<file path="src/rtl/reg_file_mp.sv">
// Multi-read-port, dual-write-port register file with an init/clear zero sweep.
// Reads are registered (latency 1); write port 0 wins address collisions.
module reg_file_mp #(
  parameter int DATA_WIDTH   = 32,
  parameter int ADDR_WIDTH   = 4,
  parameter int NUM_RD_PORTS = 2,
  parameter int BYPASS       = 1
) (
  input  logic                                 clk,
  input  logic                                 resetn,
  input  logic                                 clear,
  output logic                                 ready,
  input  logic [NUM_RD_PORTS-1:0]              rd_req,
  input  logic [NUM_RD_PORTS*ADDR_WIDTH-1:0]   rd_addr,
  output logic [NUM_RD_PORTS*DATA_WIDTH-1:0]   rd_data,
  output logic [NUM_RD_PORTS-1:0]              rd_valid,
  input  logic                                 wr_req_0,
  input  logic [ADDR_WIDTH-1:0]                wr_addr_0,
  input  logic [DATA_WIDTH-1:0]                wr_data_0,
  input  logic                                 wr_req_1,
  input  logic [ADDR_WIDTH-1:0]                wr_addr_1,
  input  logic [DATA_WIDTH-1:0]                wr_data_1,
  output logic                                 dbg_state
);

  localparam int DEPTH = 1 << ADDR_WIDTH;

  // Handshake: a read or write is accepted on any rising edge where ready=1
  // and the matching req bit is high; there is no back-pressure beyond ready.
  typedef enum logic {
    INIT = 1'b0,
    RUN  = 1'b1
  } state_t;

  state_t                  state;
  state_t                  state_next;
  logic [ADDR_WIDTH-1:0]   sweep_cnt;
  logic [ADDR_WIDTH-1:0]   sweep_cnt_next;
  logic                    run;
  logic                    we0;
  logic                    we1;

  logic [DATA_WIDTH-1:0]   mem [DEPTH];

  always_ff @(posedge clk or negedge resetn) begin
    if (!resetn) begin
      state     <= INIT;
      sweep_cnt <= '0;
    end else begin
      state     <= state_next;
      sweep_cnt <= sweep_cnt_next;
    end
  end

  always_comb begin
    state_next     = state;
    sweep_cnt_next = sweep_cnt;
    case (state)
      INIT: begin
        sweep_cnt_next = sweep_cnt + 1'b1;
        if (&sweep_cnt) begin
          state_next     = RUN;
          sweep_cnt_next = '0;
        end
      end
      RUN: begin
        if (clear) begin
          state_next     = INIT;
          sweep_cnt_next = '0;
        end
      end
      default: begin
        state_next     = INIT;
        sweep_cnt_next = '0;
      end
    endcase
  end

  assign run       = (state == RUN);
  assign ready     = run;
  assign dbg_state = state;

  // Port 1 is suppressed on a collision so port 0's data is the one stored.
  assign we0 = run && wr_req_0;
  assign we1 = run && wr_req_1 && !(wr_req_0 && (wr_addr_0 == wr_addr_1));

  always_ff @(posedge clk) begin
    if (!run) begin
      mem[sweep_cnt] <= '0;
    end else begin
      if (we1) mem[wr_addr_1] <= wr_data_1;
      if (we0) mem[wr_addr_0] <= wr_data_0;
    end
  end

  for (genvar g = 0; g < NUM_RD_PORTS; g++) begin : g_rd
    logic [ADDR_WIDTH-1:0] ra;
    logic [DATA_WIDTH-1:0] rnext;
    logic [DATA_WIDTH-1:0] data_q;
    logic                  valid_q;

    assign ra = rd_addr[g*ADDR_WIDTH +: ADDR_WIDTH];

    // Write-first forwarding: port 0 is checked last so it wins a double match.
    always_comb begin
      rnext = mem[ra];
      if (BYPASS != 0) begin
        if (we1 && (wr_addr_1 == ra)) rnext = wr_data_1;
        if (we0 && (wr_addr_0 == ra)) rnext = wr_data_0;
      end
    end

    always_ff @(posedge clk or negedge resetn) begin
      if (!resetn) begin
        data_q  <= '0;
        valid_q <= 1'b0;
      end else begin
        valid_q <= run && rd_req[g];
        if (run && rd_req[g]) data_q <= rnext;
      end
    end

    assign rd_data[g*DATA_WIDTH +: DATA_WIDTH] = data_q;
    assign rd_valid[g]                         = valid_q;
  end

endmodule

</file>
<file path="config.mk">
export PLATFORM = sky130hd
export DESIGN_NAME = reg_file_mp
export DESIGN_NICKNAME = d
export VERILOG_FILES = /design/src/rtl/reg_file_mp.sv
export SDC_FILE = /design/constraint.sdc
export NUM_CORES = 2
export LEC_CHECK = 0
export CAP_MARGIN = 20
export CELL_PAD_IN_SITES_DETAIL_PLACEMENT = 1
export CELL_PAD_IN_SITES_GLOBAL_PLACEMENT = 1
export CORE_ASPECT_RATIO = 0.8
export CORE_MARGIN = 3
export CORE_UTILIZATION = 40
export CTS_BUF_LIST = sky130_fd_sc_hd__clkbuf_2
export DETAILED_ROUTE_END_ITERATION = 12
export DONT_BUFFER_PORTS = 1
export PLACE_DENSITY = 0.67
export SLEW_MARGIN = 20
export SYNTH_ARGS = -nofsm -noshare
export SYNTH_HDL_FRONTEND = slang
export SYNTH_SLANG_ARGS = --single-unit
</file>
<file path="constraint.sdc">
create_clock -name clk -period 3.5 [get_ports clk]
set_input_delay 0 -clock clk [delete_from_list [all_inputs] [get_ports clk]]
set_output_delay 0 -clock clk [all_outputs]
set_load 0.01 [all_outputs]
</file>
==> impl_metrics.py <==
metrics = {
    "clock_network": {
        "cts_tree": "yes",
        "clock_latency_ns": 1.43,
        "root_buffer": "clkbuf_2",
        "clk_pin_slew_ns": 0.09,
        "htree_levels": 4,
        "clock_sinks": 583,
        "cts_inserted_buffers": 159,
        "cts_buffer_depth": 3,
    },
    "floorplanning": {
        "fp.dieH_um": 268,
        "die_area_um2": 89100,
        "start_util_pct": 40.6,
        "io_pins": 155,
        "die_w_um": 333,
        "row_count": 95,
        "coreArea_um2": 84400,
    },
    "sta": {
        "setup_violations": 12,
        "period_needed_ns": 3.53,
        "timing.final.crit_share_pct": 101,
        "hold_viol": 0,
        "setup-tns-final_ns": -0.152,
        "fmax_mhz": 283,
        "relSlewSlack_pct": 25.9,
        "slew_violations": 0,
        "setup_slack_ns": -0.0318,
        "grt_setup_unrepaired": "true",
        "fin_hold_ws_ns": 0.101,
        "clock_skew_ns": 0.121,
        "worst_slew_pin_slew_ns": 1.11,
    },
    "synth": {
        "yosys-top-cells-area": "edfxtp_1 (45%), mux4_2 (17%), o21ai_0 (7.7%)",
        "synth_compound_area_share_pct": 16.0,
        "synthXorXnorAreaFrac_pct": 0.640,
        "synth.area.mux_share_pct": 18.7,
        "synth-edff-count": 512,
        "ys_seq_area_share_pct": 50.1,
        "synth_area_per_cell_um2": 11.4,
        "syn_inst": 3004,
        "ys_seq_elements": 583,
        "synth.largest_area_cell": "edfxtp_1",
        "yosys.area.top_type_share_pct": 44.9,
        "synth_most_common_cell": "nand2_1",
        "syn_nets": 3092,
        "yosys_warnings": 0,
        "synth_cell_type_count": 53,
        "synth-simple-area-share_pct": 9.76,
        "async_flop_share_pct": 12.2,
        "synth_top_family_by_area": "multiplexers",
        "synth_area_um2": 34200,
        "synth-main-ff-cell": "edfxtp_1",
        "synth_adder_area_share_pct": 0.0366,
        "ys_top_cells_by_count": "nand2_1 (558), o21ai_0 (524), edfxtp_1 (512)",
    },
    "pwr": {
        "vdd_ir_drop_max_uv": 453,
        "power.density_nw_per_um2": 568,
        "p_leak_nw": 13.5,
    },
    "route": {
        "num_vias": 30200,
        "drtPass1Iterations": 9,
        "first_iter_violations": 3811,
        "drtAntennaViolNets": 0,
        "drc": 0,
        "wire_per_inst_um": 32.9,
        "avgViaCountPerCell": 6.70,
        "wl_um": 148000,
    },
    "cells_and_area": {
        "synthToLayoutAreaGrowth_pct": 20.2,
        "drive_gt1_share_pct": 19.6,
        "fillers": 8932,
        "finalNetCount": 3348,
        "fin_util_pct": 48.7,
        "finish.instance_area_um2": 41100,
    },
    "status": {
        "violations": "setup timing",
        "status": "complete, but fails checks",
    },
    "critical_path": {
        "endpoint_kind": "flip-flop",
        "cp-start-kind": "input pin",
        "critical_path_class": "input pin to flip-flop",
        "path_max_fanout": 24,
        "worstPathArrival_ns": 4.53,
        "cp.required_ns": 4.50,
    },
    "flow_run": {
        "maxCapViolCount": 0,
    },
    "global_routing": {
        "grt_max_degree": 128,
        "overflow": 0,
        "grt_pass1_vias": 31000,
        "grt_pass1_wl_um": 211000,
        "antenna_found_initial": 6,
        "track_usage_pct": 32.6,
    },
    "placement": {
        "placed_area_um2": 35300,
        "gp_congestion": 0.905,
        "io_buffer_count": 0,
        "dp_hpwl_um": 72900,
    },
    "hold_path": {
        "hold_class": "input pin to flip-flop",
    },
}
## sequential cells by signal, indices dropped and copies added (netlist names)
register and count:
mem 512, g_rd.data_q 64, sweep_cnt 4, g_rd.valid_q 2, dbg_state 1
## final cells by class
| type | instances | area (um^2) | share of cell area (%) |
|---|---|---|---|
| inverter | 10 | 37.5 | 0.0913 |
| clock buffer | 233 | 1170 | 2.83 |
| tap | 1115 | 1400 | 3.39 |
| clock inverter | 55 | 323 | 0.785 |
| antenna | 5 | 12.5 | 0.0304 |
| sequential | 583 | 17200 | 41.7 |
| timing repair buffer | 471 | 5150 | 12.5 |
| multi-input combinational | 2035 | 15900 | 38.7 |
## per-layer routing
| layer | global-route usage, % | up-vias | share of wire (%) |
|---|---|---|---|
| met5 | 0 | - | 0 |
| met2 | 50.0 | 2219 | 45 |
| met3 | 9.19 | 509 | 13 |
| met4 | 16.7 | 0 | 5.1 |
| met1 | 42.5 | 15400 | 38 |
| li1 | - | 12100 | - |
## worst max-delay path, cell delays in order
cell and delay (ns):
dlygate4sd3_1 0.53, dlygate4sd3_1 1.05, nor2b_1 0.42, nor3_4 0.08, a31oi_4 0.28, dlygate4sd3_1 0.72
nor3b_1 0.08, a31oi_1 0.83, o22ai_4 0.12, buf_4 0.36
## final timing paths
path,from,to,slack [ns],cells after the start
setup / recovery,wr_addr_0[3],mem[5][3],-0.03,10
hold / removal,rd_addr[4],g_rd[1].data_q[7],0.10,7
setup reg to reg,dbg_state,mem[5][3],0,7
hold reg to reg,g_rd[1].data_q[14],g_rd[1].data_q[14],0.76,3
max in group asynchronous,resetn,g_rd[1].data_q[9],2.65,5
min in group asynchronous,resetn,sweep_cnt[0],0.37,5
## where the power goes
group,internal (mW),switching [mW],total (mW),leakage [nW]
logic,3.03,4.50,7.53,6.86
registers,9.35,1.28,10.6,5.58
clock network,2.02,3.19,5.21,1.10
## logic make-up (layout without fill, tap and decap cells)
group,count (synthesis),count (layout)
and+or+nand+nor,782,782
DFF,583,583
adders and majority gates,1,1
xor gates and xnor gates,25,25
other,0,5
buffers and inverters,386,769
AOI/OAI and AO/OA,907,907
muxes,320,320
## stage by stage
step	setup slack, ns	instances	total power [mW]
2_1_floorplan	-0.0390	3004	14.3
3_3_place_gp	0.550	3813	16.4
3_5_place_dp	0.391	3813	16.7
4_1_cts	0.000713	4495	22.9
5_1_grt	-0.0914	4504	24.1
6_report	-0.0318	4507	23.4
## repair_timing
item,CTS,global route
setup buffers,0,7
hold buffers,394,1
gates resized for setup,0,17
hold endpoints to repair,1166,1
setup endpoints to repair,0,35
## layout by cell type (no fill, tap or decap), types with 5 or more instances in the layout
| cell type | count |
|---|---|
| nor2b_1 | 65 |
| diode_2 | 5 |
| nor2_4 | 12 |
| edfxtp_1 | 512 |
| o22ai_4 | 12 |
| o41ai_1 | 62 |
| nand4_1 | 8 |
| inv_1 | 10 |
| clkinv_1 | 36 |
| xnor2_1 | 14 |
| a21oi_1 | 73 |
| o22ai_1 | 8 |
| xor2_1 | 11 |
| clkbuf_2 | 233 |
| buf_4 | 43 |
| clkinvlp_4 | 7 |
| nand2b_1 | 7 |
| buf_16 | 10 |
| dfrtp_1 | 71 |
| clkinv_2 | 5 |
| a211oi_1 | 116 |
| mux4_2 | 256 |
| o22a_1 | 62 |
| buf_12 | 33 |
| dlygate4sd3_1 | 379 |
| mux2i_1 | 64 |
| nand2_1 | 556 |
| a211oi_2 | 10 |
| and2_1 | 33 |
| a31oi_1 | 6 |
| o21ai_0 | 524 |
| nor2_1 | 68 |
Power figures use the tool's default switching activity.
